`src/rtl/ma_cvxif_pkg.sv`:
```
// Shared types and constants for the CV-X-IF matrix coprocessor responder.
// Decode helpers live here so the top and the bench agree on the custom-2 encoding.
package ma_cvxif_pkg;

  localparam logic [6:0] MA_OPCODE = 7'b1011011;

  typedef enum logic [2:0] {
    F3_MLOAD  = 3'b000,
    F3_MSTORE = 3'b001,
    F3_MMUL   = 3'b010,
    F3_MCFG   = 3'b011
  } ma_funct3_e;

  // Width-independent part of a queue entry; ID and operands are stored beside it.
  typedef struct packed {
    logic [9:0] funct;
    logic [4:0] rd;
    logic       we;
    logic       committed;
    logic       killed;
  } ma_entry_ctrl_t;

  typedef enum logic [2:0] {
    ST_IDLE,
    ST_DROP,
    ST_DISPATCH,
    ST_WAIT,
    ST_RESULT
  } ma_state_e;

  // Supported funct3 values are 000..011, i.e. funct3[2] clear.
  function automatic logic ma_is_supported(input logic [31:0] instr);
    return (instr[6:0] == MA_OPCODE) && !instr[14];
  endfunction

endpackage

```
`src/rtl/ma_cvxif_queue.sv`:
```
// Circular queue of accepted instructions with commit/kill-by-ID lookup and head peek/pop.
// Lookup only matches entries not yet flagged, so a late kill of a committed head is ignored.
module ma_cvxif_queue
  import ma_cvxif_pkg::*;
#(
  parameter int unsigned XLEN    = 32,
  parameter int unsigned IdWidth = 3,
  parameter int unsigned Depth   = 4
) (
  input  logic                 clk_i,
  input  logic                 rst_i,
  input  logic                 push_i,
  input  logic [IdWidth-1:0]   push_id_i,
  input  ma_entry_ctrl_t       push_ctrl_i,
  input  logic [XLEN-1:0]      push_rs1_i,
  input  logic [XLEN-1:0]      push_rs2_i,
  input  logic                 commit_valid_i,
  input  logic [IdWidth-1:0]   commit_id_i,
  input  logic                 commit_kill_i,
  input  logic                 pop_i,
  output logic                 head_valid_o,
  output logic [IdWidth-1:0]   head_id_o,
  output ma_entry_ctrl_t       head_ctrl_o,
  output logic [XLEN-1:0]      head_rs1_o,
  output logic [XLEN-1:0]      head_rs2_o,
  output logic                 full_o
);

  localparam int unsigned PtrW = $clog2(Depth);

  logic [IdWidth-1:0] r_id   [Depth];
  ma_entry_ctrl_t     r_ctrl [Depth];
  logic [XLEN-1:0]    r_rs1  [Depth];
  logic [XLEN-1:0]    r_rs2  [Depth];
  logic [Depth-1:0]   r_valid;
  logic [PtrW-1:0]    r_head;
  logic [PtrW-1:0]    r_tail;
  logic [PtrW:0]      r_count;

  logic            w_hit;
  logic [PtrW-1:0] w_hit_idx;
  logic            w_do_push;
  logic            w_do_pop;

  // Scan from head so the oldest matching entry wins.
  always_comb begin
    w_hit     = 1'b0;
    w_hit_idx = '0;
    for (int k = 0; k < Depth; k++) begin
      logic [PtrW-1:0] idx;
      idx = r_head + PtrW'(k);
      if (!w_hit && r_valid[idx] && (r_id[idx] == commit_id_i) &&
          !r_ctrl[idx].committed && !r_ctrl[idx].killed) begin
        w_hit     = 1'b1;
        w_hit_idx = idx;
      end
    end
  end

  assign full_o       = (r_count == (PtrW+1)'(Depth));
  assign w_do_push    = push_i && !full_o;
  assign w_do_pop     = pop_i && r_valid[r_head];
  assign head_valid_o = r_valid[r_head];
  assign head_id_o    = r_id[r_head];
  assign head_ctrl_o  = r_ctrl[r_head];
  assign head_rs1_o   = r_rs1[r_head];
  assign head_rs2_o   = r_rs2[r_head];

  always_ff @(posedge clk_i) begin
    if (rst_i) begin
      r_valid <= '0;
      r_head  <= '0;
      r_tail  <= '0;
      r_count <= '0;
    end else begin
      if (w_do_push) begin
        r_id[r_tail]    <= push_id_i;
        r_ctrl[r_tail]  <= push_ctrl_i;
        r_rs1[r_tail]   <= push_rs1_i;
        r_rs2[r_tail]   <= push_rs2_i;
        r_valid[r_tail] <= 1'b1;
        r_tail          <= r_tail + 1'b1;
      end
      if (commit_valid_i && w_hit) begin
        if (commit_kill_i) r_ctrl[w_hit_idx].killed    <= 1'b1;
        else               r_ctrl[w_hit_idx].committed <= 1'b1;
      end
      if (w_do_pop) begin
        r_valid[r_head] <= 1'b0;
        r_head          <= r_head + 1'b1;
      end
      case ({w_do_push, w_do_pop})
        2'b10:   r_count <= r_count + 1'b1;
        2'b01:   r_count <= r_count - 1'b1;
        default: r_count <= r_count;
      endcase
    end
  end

endmodule

```
`src/rtl/ma_cvxif_coproc_responder.sv`:
```
// CV-X-IF responder: decodes custom-2 matrix ops, queues them until commit/kill,
// then dispatches committed ones to the accelerator and returns one result each.
module ma_cvxif_coproc_responder
  import ma_cvxif_pkg::*;
#(
  parameter int unsigned XLEN       = 32,
  parameter int unsigned IdWidth    = 3,
  parameter int unsigned QueueDepth = 4
) (
  input  logic               clk_i,
  input  logic               rst_i,
  input  logic               issue_valid_i,
  output logic               issue_ready_o,
  input  logic [31:0]        issue_instr_i,
  input  logic [IdWidth-1:0] issue_id_i,
  input  logic [XLEN-1:0]    issue_rs1_i,
  input  logic [XLEN-1:0]    issue_rs2_i,
  input  logic [1:0]         issue_rs_valid_i,
  output logic               issue_accept_o,
  output logic               issue_writeback_o,
  input  logic               commit_valid_i,
  input  logic [IdWidth-1:0] commit_id_i,
  input  logic               commit_kill_i,
  output logic               cmd_valid_o,
  input  logic               cmd_ready_i,
  output logic [9:0]         cmd_funct_o,
  output logic [XLEN-1:0]    cmd_rs1_o,
  output logic [XLEN-1:0]    cmd_rs2_o,
  input  logic               acc_done_i,
  input  logic [XLEN-1:0]    acc_data_i,
  output logic               result_valid_o,
  input  logic               result_ready_i,
  output logic [IdWidth-1:0] result_id_o,
  output logic [XLEN-1:0]    result_data_o,
  output logic [4:0]         result_rd_o,
  output logic               result_we_o
);

  ma_state_e          r_state;
  logic               r_cmd_valid;
  logic [9:0]         r_cmd_funct;
  logic [XLEN-1:0]    r_cmd_rs1;
  logic [XLEN-1:0]    r_cmd_rs2;
  logic               r_result_valid;
  logic [IdWidth-1:0] r_result_id;
  logic [XLEN-1:0]    r_result_data;
  logic [4:0]         r_result_rd;
  logic               r_result_we;

  logic               w_ours;
  logic               w_full;
  logic               w_push;
  logic               w_pop;
  ma_entry_ctrl_t     w_push_ctrl;
  logic               w_head_valid;
  logic [IdWidth-1:0] w_head_id;
  ma_entry_ctrl_t     w_head_ctrl;
  logic [XLEN-1:0]    w_head_rs1;
  logic [XLEN-1:0]    w_head_rs2;
  logic               w_unused_instr_bits;

  // Register specifiers are carried in operands, so these instruction bits are don't-care.
  assign w_unused_instr_bits = ^issue_instr_i[24:15];

  assign w_ours            = issue_valid_i && ma_is_supported(issue_instr_i);
  assign issue_ready_o     = issue_valid_i && (&issue_rs_valid_i) && !w_full;
  assign issue_accept_o    = w_ours;
  assign issue_writeback_o = w_ours && (issue_instr_i[14:12] == F3_MCFG);
  assign w_push            = issue_ready_o && w_ours;
  assign w_push_ctrl       = '{funct:     {issue_instr_i[31:25], issue_instr_i[14:12]},
                               rd:        issue_instr_i[11:7],
                               we:        issue_writeback_o,
                               committed: 1'b0,
                               killed:    1'b0};
  assign w_pop = (r_state == ST_DROP) || ((r_state == ST_RESULT) && result_ready_i);

  ma_cvxif_queue #(
    .XLEN    (XLEN),
    .IdWidth (IdWidth),
    .Depth   (QueueDepth)
  ) u_queue (
    .clk_i          (clk_i),
    .rst_i          (rst_i),
    .push_i         (w_push),
    .push_id_i      (issue_id_i),
    .push_ctrl_i    (w_push_ctrl),
    .push_rs1_i     (issue_rs1_i),
    .push_rs2_i     (issue_rs2_i),
    .commit_valid_i (commit_valid_i),
    .commit_id_i    (commit_id_i),
    .commit_kill_i  (commit_kill_i),
    .pop_i          (w_pop),
    .head_valid_o   (w_head_valid),
    .head_id_o      (w_head_id),
    .head_ctrl_o    (w_head_ctrl),
    .head_rs1_o     (w_head_rs1),
    .head_rs2_o     (w_head_rs2),
    .full_o         (w_full)
  );

  always_ff @(posedge clk_i) begin
    if (rst_i) begin
      r_state        <= ST_IDLE;
      r_cmd_valid    <= 1'b0;
      r_cmd_funct    <= '0;
      r_cmd_rs1      <= '0;
      r_cmd_rs2      <= '0;
      r_result_valid <= 1'b0;
      r_result_id    <= '0;
      r_result_data  <= '0;
      r_result_rd    <= '0;
      r_result_we    <= 1'b0;
    end else begin
      case (r_state)
        ST_IDLE: begin
          if (w_head_valid && w_head_ctrl.killed) begin
            r_state <= ST_DROP;
          end else if (w_head_valid && w_head_ctrl.committed) begin
            r_state     <= ST_DISPATCH;
            r_cmd_valid <= 1'b1;
            r_cmd_funct <= w_head_ctrl.funct;
            r_cmd_rs1   <= w_head_rs1;
            r_cmd_rs2   <= w_head_rs2;
          end
        end
        ST_DROP: r_state <= ST_IDLE;
        ST_DISPATCH: begin
          if (cmd_ready_i) begin
            r_state     <= ST_WAIT;
            r_cmd_valid <= 1'b0;
          end
        end
        ST_WAIT: begin
          if (acc_done_i) begin
            r_state        <= ST_RESULT;
            r_result_valid <= 1'b1;
            r_result_data  <= acc_data_i;
            r_result_id    <= w_head_id;
            r_result_rd    <= w_head_ctrl.rd;
            r_result_we    <= w_head_ctrl.we;
          end
        end
        ST_RESULT: begin
          if (result_ready_i) begin
            r_state        <= ST_IDLE;
            r_result_valid <= 1'b0;
          end
        end
        default: r_state <= ST_IDLE;
      endcase
    end
  end

  assign cmd_valid_o    = r_cmd_valid;
  assign cmd_funct_o    = r_cmd_funct;
  assign cmd_rs1_o      = r_cmd_rs1;
  assign cmd_rs2_o      = r_cmd_rs2;
  assign result_valid_o = r_result_valid;
  assign result_id_o    = r_result_id;
  assign result_data_o  = r_result_data;
  assign result_rd_o    = r_result_rd;
  assign result_we_o    = r_result_we;

endmodule

```
`config.mk`:
```
export PLATFORM = sky130hd
export DESIGN_NAME = ma_cvxif_coproc_responder
export DESIGN_NICKNAME = d
export VERILOG_FILES = /design/src/rtl/ma_cvxif_pkg.sv /design/src/rtl/ma_cvxif_queue.sv /design/src/rtl/ma_cvxif_coproc_responder.sv
export SDC_FILE = /design/constraint.sdc
export NUM_CORES = 1
export LEC_CHECK = 0
export CORE_MARGIN = 2
export CORE_UTILIZATION = 54
export CTS_CLUSTER_SIZE = 8
export DETAILED_ROUTE_END_ITERATION = 6
export PLACE_DENSITY = 0.82
export REMOVE_ABC_BUFFERS = 1
export SETUP_SLACK_MARGIN = 0.2
export SKIP_CTS_REPAIR_TIMING = 1
export SLEW_MARGIN = 30
export SYNTH_ARGS = -nofsm -noshare
export SYNTH_HDL_FRONTEND = slang
export SYNTH_SLANG_ARGS = --single-unit
export TNS_END_PERCENT = 30
```
`constraint.sdc`:
```
create_clock -name clk_i -period 5.2 [get_ports clk_i]
set_input_delay 1.56 -clock clk_i [delete_from_list [all_inputs] [get_ports clk_i]]
set_output_delay 1.56 -clock clk_i [all_outputs]
set_load 0.005 [all_outputs]
```
# ---- Word-level counts from Yosys, hierarchy flattened
# Memory sizes are Yosys's and may differ from the RTL's. A register that Yosys moved wholly into a read port is not among the register bits.
# Cells that the tools add are included.
dict set report classes {
  n_lt_le_gt_ge 7
  eq_ne 19
  n_bitwise 4
  n_reduce_logical 53
  n_addsub 6
  div 0
  n_shift 0
  muxes 52
  multipliers 0
}
# operator count
set ops {}
lappend ops {{$logic_and A1 B1 Y1} 29}
lappend ops {{$mux W1} 26}
lappend ops {{$mux W2} 8}
lappend ops {{$lt A2 B3 Y1 const B} 5}
lappend ops {{$mux W3} 5}
lappend ops {{$logic_not A1 Y1} 13}
lappend ops {{$eq A3 B3 Y1} 4}
lappend ops {{$mux W4} 3}
lappend ops {{$pmux W3 S4} 1}
lappend ops {{$ne A2 B2 Y1 const B} 5}
lappend ops {{$eq A3 B2 Y1 const B} 3}
lappend ops {{$bmux W1 S2} 4}
lappend ops {{$reduce_and A4 Y1} 2}
lappend ops {{$eq A7 B7 Y1 const B} 1}
lappend ops {{$eq A3 B3 Y1 const B} 2}
lappend ops {{$pmux W3 S2} 1}
lappend ops {{$reduce_and A3 Y1} 2}
lappend ops {{$reduce_bool A2 Y1} 3}
lappend ops {{$add A2 B1 Y2 const B} 2}
lappend ops {{$add A2 B2 Y2 const B} 2}
lappend ops {{$and A4 B4 Y4} 1}
lappend ops {{$demux W1 S2} 2}
lappend ops {{$ge A2 B1 Y1 const B} 2}
lappend ops {{$not A4 Y4} 1}
lappend ops {{12 further kinds} 14}
dict set report totals {
  inputBits 144
  ram_bits 340
  romBits 0
  latchBits 0
  out_inout_bits 120
  reg_bits 67
  mem_count 4
}
# memory depth width rd rd_ports_with_merged_regs write_ports line_no
set mem_list {}
lappend mem_list {u_queue.r_rs1 4 32 1 1 1 ma_cvxif_queue.sv:33} ;# logic [XLEN-1:0] r_rs1 [Depth];
lappend mem_list {u_queue.r_rs2 4 32 1 1 1 ma_cvxif_queue.sv:34} ;# logic [XLEN-1:0] r_rs2 [Depth];
lappend mem_list {u_queue.r_ctrl 4 18 4 1 2 ma_cvxif_queue.sv:32} ;# ma_entry_ctrl_t r_ctrl [Depth];
lappend mem_list {u_queue.r_id 4 3 4 1 1 ma_cvxif_queue.sv:31} ;# logic [IdWidth-1:0] r_id [Depth];

# ---- Longest topological paths before layout
# Gate-level depths: netlist of run 1.
dict set report depth {
  word_depth 28
  ltp_mapped 12
}

# ---- Hierarchy
# A second synthesis of run 1 with hierarchy kept.
dict set report unflattened {
  cells_unflattened 1148
  area_unflattened_um2 18625.4
}
# mod cells_each n_inst area_each_um2 seq_area_each_um2
set modules_own_cells {}
lappend modules_own_cells {ma_cvxif_queue 605 1 13513.0 10390.0}
lappend modules_own_cells {ma_cvxif_coproc_responder 543 1 5112.4 2402.3}

# ---- Worst setup path before layout of run 1
# No wires, ideal clock.
dict set report synth_path {
  path_type {input-to-reg}
  from {input issue_instr_i[5]}
  to {memory u_queue.r_ctrl[0][10] in the netlist's numbering (enable)}
  path_stages 8
  arrival_ns 4.573
  path_slack_ns 0.190
  cell_sequence {nand4bb_1 nor4b_1 and2_1 clkbuf_1 inv_1 nor2_1 nand2_1 inv_1}
}
# item line_no
set synth_rtl {}
lappend synth_rtl {{start: declaration} ma_cvxif_coproc_responder.sv:14} ;# input logic [31:0] issue_instr_i,
lappend synth_rtl {{end: declaration} ma_cvxif_queue.sv:32}

# ---- Final worst setup path of run 1
dict set report layout_path {
  from {input issue_instr_i[3]}
  to {output issue_writeback_o}
}
dict set report layout_via {
  elab_chain_len 4
}
# item line_no
set layout_lines {}
lappend layout_lines {{$eq A7 B7 Y1} ma_cvxif_pkg.sv:33} ;# return (instr[6:0] == MA_OPCODE) && !instr[14];
lappend layout_lines {{$logic_and A1 B1 Y1} ma_cvxif_pkg.sv:33}
lappend layout_lines {{$logic_and A1 B1 Y1} ma_cvxif_coproc_responder.sv:65} ;# assign w_ours = issue_valid_i && ma_is_supported(issue_instr_i);
lappend layout_lines {{$logic_and A1 B1 Y1} ma_cvxif_coproc_responder.sv:68} ;# assign issue_writeback_o = w_ours && (issue_instr_i[14:12] == F3_MCFG);
lappend layout_lines {{end: declaration} ma_cvxif_coproc_responder.sv:20} ;# output logic issue_writeback_o,
# No other way between the ends.

==> results of run 1 <==
[metal layers]
metal  part of all wire  vias up  global-route usage
li1                   -     4846                   -
met1               0.39     5356               0.295
met2               0.50      440               0.411
met3              0.083       80              0.0631
met4              0.024        4              0.0886
met5            0.00065        -                   0
[placed cells by master (no fill, tap or decap), drive strengths merged, types with 2 or more instances in the layout]
master and count:
buf 21, nor3 7, dfxtp 141, ha 9, clkinv 2, nand3 4, xor2 5, edfxtp 332
o31ai 9, nand3b 2, clkdlybuf4s50 252, a211oi 5, nor2 17, o21ai 3, a21oi 126, nor3b 5
xnor2 15, nand4b 2, and3 3, nand2 252, nor4 4, mux4 92, diode 2, clkbuf 115
or3 2, mux2i 12, inv 21
[power by group through the flow]
stage                     clock network, mW  logic [mW]  registers, mW
after floorplan                           0     0.00953           4.10
after global placement                    0       0.155           4.10
after detailed placement                  0       0.161           4.10
after CTS                              4.21       0.163           4.03
after global routing                   4.38       0.174           4.02
final                                  4.15       0.163           4.03
[worst min-delay path by stage]
stage / to / depth (start not counted)
after floorplan: u_queue.r_ctrl[1][0]$_DFF_P_ / 2
after global placement: cmd_funct_o[7]$_SDFFE_PP0P_ / 2
after detailed placement: cmd_funct_o[7]$_SDFFE_PP0P_ / 2
after CTS: cmd_funct_o[7]$_SDFFE_PP0P_ / 2
after global routing: cmd_funct_o[3]$_SDFFE_PP0P_ / 2
final: result_id_o[2]$_SDFFE_PP0P_ / 2
[cell families (layout without fill, tap and decap cells)]
| kind of cell | after synthesis | after routing | share of synthesized area |
|---|---|---|---|
| AO/OA/AOI/OAI | 152 | 152 | 0.0465 |
| XOR/XNOR | 20 | 20 | 0.00987 |
| adder cells (fa/ha/maj) | 10 | 10 | 0.00747 |
| buffers and inverters | 88 | 412 | 0.0195 |
| flip-flops | 473 | 473 | 0.721 |
| multiplexers | 104 | 104 | 0.125 |
| other | 0 | 2 | 0 |
| AND/OR/NAND/NOR | 304 | 304 | 0.0711 |
[layout make-up]
class	instances	area, um^2	share of cell area
clock inverters	6	103	0.00448
repair buffers	273	2740	0.120
clock buffers	115	1950	0.0853
flip-flops and latches	473	12800	0.560
inverters	18	77.6	0.00339
diodes	2	5.00	0.000219
multi-input cells	590	4640	0.203
well taps	442	553	0.0242
[state kept, by name, summed over array words and instances (netlist names), 2 cells and up, named ones only]
register	flops
u_queue.r_rs1	128
u_queue.r_rs2	128
u_queue.r_ctrl	72
cmd_rs1_o	32
cmd_rs2_o	32
result_data_o	32
u_queue.r_id	12
cmd_funct_o	10
result_rd_o	5
u_queue.r_valid	4
r_state	3
result_id_o	3
u_queue.r_count	3
u_queue.r_head	2
u_queue.r_tail	2
[worst max-delay path: cells and delay by family]
family                 cells  cell delay [ns]
AND/OR/NAND/NOR            3             0.76
buffers and inverters      2             1.00
==> summary.md, run 1 <==
| Metric | Value |
|---|---|
| GRT Util Overall | `0.240` |
| Post-synthesis sequential area ratio | `0.721` |
| Worst-case vdd ir drop | `roughly 0.27 mV` |
| Most common library cells after synthesis | `edfxtp_1 (332), nand2_1 (252), dfxtp_1 (141), a21oi_1 (126), mux4_2 (85)` |
| Detailed Route WL | `41300 um` |
| Top cells by area, synth | `edfxtp_1 (56%), dfxtp_1 (16%), mux4_2 (11%)` |
| Die area | `0.0343 mm^2` |
| Num ports | `264` |
| Maximum fanout along the worst path | `5` |
| Status | `completed` |
| Worst r2r path cells | `8` |
| Switching share of power | `0.198` |
| Distinct cells, synth | `45` |
| LEAKAGE | `7.25 nW` |
| # nets final | `1579` |
| Final hold viol count | `0` |
| Worst hold margin | `0.450 ns` |
| Average vias per placed instance | `5.59` |
| Combinational Power Share | `0.020` |
| Total Power | `8.34 mW` |
| Minimum clock period | `a little under 5 ns` |
| Worst setup EP type | `output port` |
| Routability cong. | `0.773` |
| Final non-filler cell area | `0.0229 mm^2` |
| PD cells | `365 mW/mm^2` |
| Critical Path Source | `issue_instr_i[3]` |
| Final worst slack | `~0.33 ns` |
| Synth warn | `0` |
| Overall via count from detail_route | `10726` |
| Max incr delay on CP | `0.53 ns` |
| Clock latency at the later pin of the worst-skew pair | `0.56 ns` |
| Post-Syn Instances | `1151` |
| Post-synth EDFFs | `332` |
| Most frequent cell after synthesis | `edfxtp_1` |
| Post-DP HPWL | `24300 um` |
| Crit-path cells | `clkdlybuf4s50_1, nand4bb_1, nor4b_2, and3_1, clkdlybuf4s50_1` |
| Fin cells | `1919` |
| Worst-margin pin slew | `0.821 ns` |
| Slew HR | `0.453` |
| Net Sw Power | `approximately 1.7 mW` |
| First-pass iteration count of the detailed router | `5` |
| Layout cells sized above 1 | `0.135` |
| Initial DRC count | `798` |
| Die Y | `185 um` |
| Clock Root Buffer | `clkbuf_16` |
| Post-DP Area | `around 0.021 mm^2` |
| Crit path arrival time | `3.31 ns` |
| Fmax | `205 MHz` |
| First-pass GRT wire length | `61900 um` |
| CTS tree | `built` |
| Reg-to-Reg Start | `u_queue.r_head[1]$_SDFFE_PP0P_` |
| Clock share of power | `0.497` |
| Nature of the critical path startpoint | `input pin` |
| Clock tree buffer depth | `3` |
| Final max-slew violation count | `0` |
| Die Span X | `185 um` |
| Layout overhead on the synthesized area | `28.9%` |
| CTS Sinks | `473` |
| RSZ-0062 raised after global routing | `no` |
| Util after Layout | `0.705` |
| Total CTS buffers | `69` |
| R2R Path End | `u_queue.r_ctrl[1][0]$_DFF_P_` |
| Fillers | `2030` |
| Crit-path slowest cell | `clkdlybuf4s50_1` |
| FF-to-FF setup slack | `1.76 ns` |
| Placed Cells | `1796` |
| Syn avg cell area | `roughly 15 um^2` |
| GR Overflow Total | `0` |
| Clk_skew | `~0.021 ns` |
| CP endpoint | `issue_writeback_o` |
| Clk pin slew, worst setup/hold paths | `approximately 0.050 ns` |
| Register bit total from synthesis | `between 400 and 500` |
| H-tree depth | `3` |
| HP Class | `reg -> reg` |
| Share of power burned in registers | `0.483` |
| Critical path's most frequent cell | `clkdlybuf4s50_1` |
| Yosys top cell by area | `edfxtp_1` |
| PortBufs | `253` |
| Largest net degree at the start of global routing | `75` |
| Synth top area share | `0.562` |
| Hold_sp | `result_id_o[2]$_SDFFE_PP0P_` |
| Post-synth ARST share | `0` |
| Drt wl/cell | `21.5 um` |
| Post-DRT Antenna Nets | `0` |
| Setup violators final | `0` |
| Initial antenna violation count | `3` |
| Core area | `0.0325 mm^2` |
| # Max-Cap Violations | `0` |
| # DRC | `0` |
| Pint | `6.69 mW` |
| Place WS | `0.200 ns` |
| Period utilization | `0.937` |
| Vias in the first global route | `11111` |
| WS Path Type | `in -> out` |
| Initial Util | `0.547` |
| Required time worst endpoint | `~3.6 ns` |
| Setup total negative slack | `0 ns` |
| Ys flop type | `edfxtp_1` |
| Cell row count | `66` |
| Post-Syn Area | `between 0.015 and 0.02 mm^2` |
No activity file was read; power rests on OpenSTA's default activity.
==> run 2: changes to the inputs <==
--- a/config.mk
+++ b/config.mk
@@ -6,10 +6,10 @@
 export NUM_CORES = 1
 export LEC_CHECK = 0
 export CORE_MARGIN = 2
-export CORE_UTILIZATION = 54
+export CORE_UTILIZATION = 45
 export CTS_CLUSTER_SIZE = 8
 export DETAILED_ROUTE_END_ITERATION = 6
-export PLACE_DENSITY = 0.82
+export PLACE_DENSITY = 0.7
 export REMOVE_ABC_BUFFERS = 1
 export SETUP_SLACK_MARGIN = 0.2
 export SKIP_CTS_REPAIR_TIMING = 1
==> run 2 against run 1 <==
  * Sequential power barely moved
  * Sequential share of layout area decreased by 0.32 points
  * Worst setup slack gained 0.20 ns
  * Via count fell by 1.7%
  * Cell area is 0.57% higher
  * Global-route usage down 4.2 points
  * Routed wire length shrank 2.6%
  * Combinational power is essentially flat
  * Critical endpoint is now issue_accept_o
==> summary.md, run 2 (synthesis results as in run 1) <==
| Metric | Value |
|---|---|
| # DRC | `0 (unchanged)` |
| Die Y | `203 um (was 185 um)` |
| Reg area | `0.0128 mm^2 (unchanged)` |
| Minimum clock period | `4.67 ns (was 4.87 ns)` |
| CTS Sinks | `473 (unchanged)` |
| Clock tree buffer depth | `3 (unchanged)` |
| Num ports | `264 (unchanged)` |
| Initial DRC count | `741 (was 798)` |
| Final worst slack | `0.530 ns (was 0.326 ns)` |
| PortBufs | `253 (unchanged)` |
| Drt wl/cell | `20.1 um (was 21.5 um)` |
| Footprint of the multi-input gates | `0.00464 mm^2 (about the same)` |
| Crit path arrival time | `3.11 ns (was 3.31 ns)` |
| Crit path buf inv count | `3 (was 2)` |
| # Max-Cap Violations | `0 (unchanged)` |
| Crit-path slowest cell | `clkdlybuf4s50_1 (unchanged)` |
| Die Span X | `203 um (was 185 um)` |
| Routability cong. | `0.921 (was 0.773)` |
| Fmax | `214 MHz (was 205 MHz)` |
| GR Overflow Total | `0 (unchanged)` |
| Clk_skew | `0.0189 ns (was 0.0209 ns)` |
| Clock Root Buffer | `clkbuf_16 (unchanged)` |
| WS Path Type | `in -> out (unchanged)` |
| Vias in the first global route | `10997 (was 11111)` |
| Setup violators final | `0 (unchanged)` |
| Post-DP HPWL | `23600 um (was 24300 um)` |
| Critical path's top delay family | `buffers and inverters (unchanged)` |
| Commonest non-fill, non-tap cells in the layout | `edfxtp_1 (332), nand2_1 (251), clkdlybuf4s50_1 (251) (was edfxtp_1 (332), clkdlybuf4s50_1 (252), nand2_1 (251))` |
| Initial antenna violation count | `4 (was 3)` |
| Crit-path cells | `clkdlybuf4s50_1, nand4bb_1, nor4b_1, buf_4, clkdlybuf4s50_1 (was clkdlybuf4s50_1, nand4bb_1, nor4b_2, and3_1, clkdlybuf4s50_1)` |
| Clock latency at the later pin of the worst-skew pair | `0.58 ns (was 0.56 ns)` |
| Overall via count from detail_route | `10539 (was 10726)` |
| Maximum fanout along the worst path | `3 (was 5)` |
| CTS tree | `built (unchanged)` |
| Average vias per placed instance | `5.28 (was 5.59)` |
| Nature of the critical path startpoint | `input pin (unchanged)` |
| H-tree depth | `3 (unchanged)` |
| Die area | `0.0411 mm^2 (was 0.0343 mm^2)` |
| Clk pin slew, worst setup/hold paths | `0.05 ns (about the same)` |
| First-pass GRT wire length | `61900 um (unchanged)` |
| Most common cell after layout, fill and taps aside | `edfxtp_1 (unchanged)` |
| Cell row count | `72 (was 66)` |
| Largest net degree at the start of global routing | `84 (was 75)` |
| Layout overhead on the synthesized area | `29.6% (was 28.9%)` |
| Fillers | `2976 (was 2030)` |
| Largest registers | `u_queue.r_rs1 (128), u_queue.r_rs2 (128), u_queue.r_ctrl (72) (unchanged)` |
| Worst setup EP type | `output port (unchanged)` |
| Required time worst endpoint | `3.64 ns (about the same)` |
| Detailed Route WL | `40200 um (was 41300 um)` |
| Post-DRT Antenna Nets | `0 (unchanged)` |
| GRT Util Overall | `0.198 (was 0.240)` |
| RSZ-0062 raised after global routing | `no (unchanged)` |
| Core area | `0.0388 mm^2 (was 0.0325 mm^2)` |
| Layout cells sized above 1 | `0.133 (was 0.135)` |
| Final hold viol count | `0 (unchanged)` |
| Initial Util | `0.457 (was 0.547)` |
| Critical path's most frequent cell | `clkdlybuf4s50_1 (unchanged)` |
| PD cells | `364 mW/mm^2 (was 365 mW/mm^2)` |
| Max incr delay on CP | `0.50 ns (was 0.53 ns)` |
| Worst-margin pin slew | `0.811 ns (was 0.821 ns)` |
| # nets final | `1577 (was 1579)` |
| Status | `completed (unchanged)` |
| Worst-case vdd ir drop | `0.419 mV (was 0.271 mV)` |
| First-pass iteration count of the detailed router | `5 (unchanged)` |
| Period utilization | `0.898 (was 0.937)` |
| HP Class | `reg -> reg (unchanged)` |
| Total CTS buffers | `69 (unchanged)` |
| Util after Layout | `0.593 (was 0.705)` |
| Place WS | `0.159 ns (was 0.200 ns)` |
| Slew HR | `0.459 (was 0.453)` |
| LEAKAGE | `7.27 nW (was 7.25 nW)` |
| Final max-slew violation count | `0 (unchanged)` |
==> run 2: cell types whose count changed in the layout (fill, tap and decap cells not counted) <==
cell / before / now
clkbuf_1: 43 / 46
buf_4: 16 / 10
inv_16: 2 / 1
nor4b_1: 0 / 1
clkinvlp_4: 1 / 0
bufinv_16: 0 / 1
clkbuf_16: 71 / 70
dlymetal6s2s_1: 0 / 1
buf_6: 0 / 1
inv_6: 1 / 2
clkdlybuf4s50_1: 252 / 251
nor4b_2: 1 / 0
buf_12: 5 / 8
clkinv_8: 1 / 2
==> run 2: final timing paths <==
kind,from,endpoint,slack [ns],cells after the start
worst max-delay path,issue_instr_i[5],issue_accept_o,0.53,5
worst min-delay path,cmd_rs1_o[12]$_SDFFE_PP0P_,cmd_rs1_o[12]$_SDFFE_PP0P_,0.45,2
worst max register to register,u_queue.r_head[1]$_SDFFE_PP0P_,u_queue.r_ctrl[0][1]$_DFF_P_,1.72,8
worst min register to register,cmd_rs1_o[12]$_SDFFE_PP0P_,cmd_rs1_o[12]$_SDFFE_PP0P_,0.45,2
==> run 2: cell type report <==
cell class                 count  share of cell area
sequential                   473               0.556
multi-input combinational    590               0.202
timing repair buffer         271               0.120
clock buffer                 117              0.0842
tap                          518              0.0282
clock inverter                 7             0.00566
inverter                      18             0.00337
antenna                        2            0.000218
==> run 2: metal layers <==
metal,vias up,GRT usage,share of wire
met1,5258,0.254,0.42
met3,64,0.0549,0.075
met4,6,0.0660,0.020
met5,-,0,0.00097
li1,4859,-,-
met2,352,0.328,0.48
==> run 2: tightest hold or removal path, stage by stage (launching register included) <==
cell and delay [ns]:
dfxtp_1 0.30, nand2_1 0.05, a21oi_1 0.05
==> run 2: metrics by stage <==
stage               cell area [um^2]  TNS [ns]  power [mW]  instances  hold WS, ns
floorplan                      17500   -310.03        4.11       1081        0.439
global placement               20900         0        4.26       1870        0.440
detailed placement             20900         0        4.26       1870        0.446
CTS                            23000         0        8.48       1994        0.452
global route                   23000         0        8.65       1994        0.468
finish                         23000         0        8.38       1996        0.453
==> run 2: report_power, final <==
part           internal, mW  switching (mW)  total, mW
Clock                  2.59            1.60       4.19
Sequential             4.03        0.000169       4.03
Combinational        0.0954          0.0669      0.162
Total                  6.71            1.67       8.38
==> run 3: changes to the inputs <==
--- a/config.mk
+++ b/config.mk
@@ -13,6 +13,7 @@
 export REMOVE_ABC_BUFFERS = 1
 export SETUP_SLACK_MARGIN = 0.2
 export SKIP_CTS_REPAIR_TIMING = 1
+export SKIP_LAST_GASP = 1
 export SLEW_MARGIN = 30
 export SYNTH_ARGS = -nofsm -noshare
 export SYNTH_HDL_FRONTEND = slang
==> results of run 3 <==
No change in the layout: final DEF, timing and power equal those of run 2.
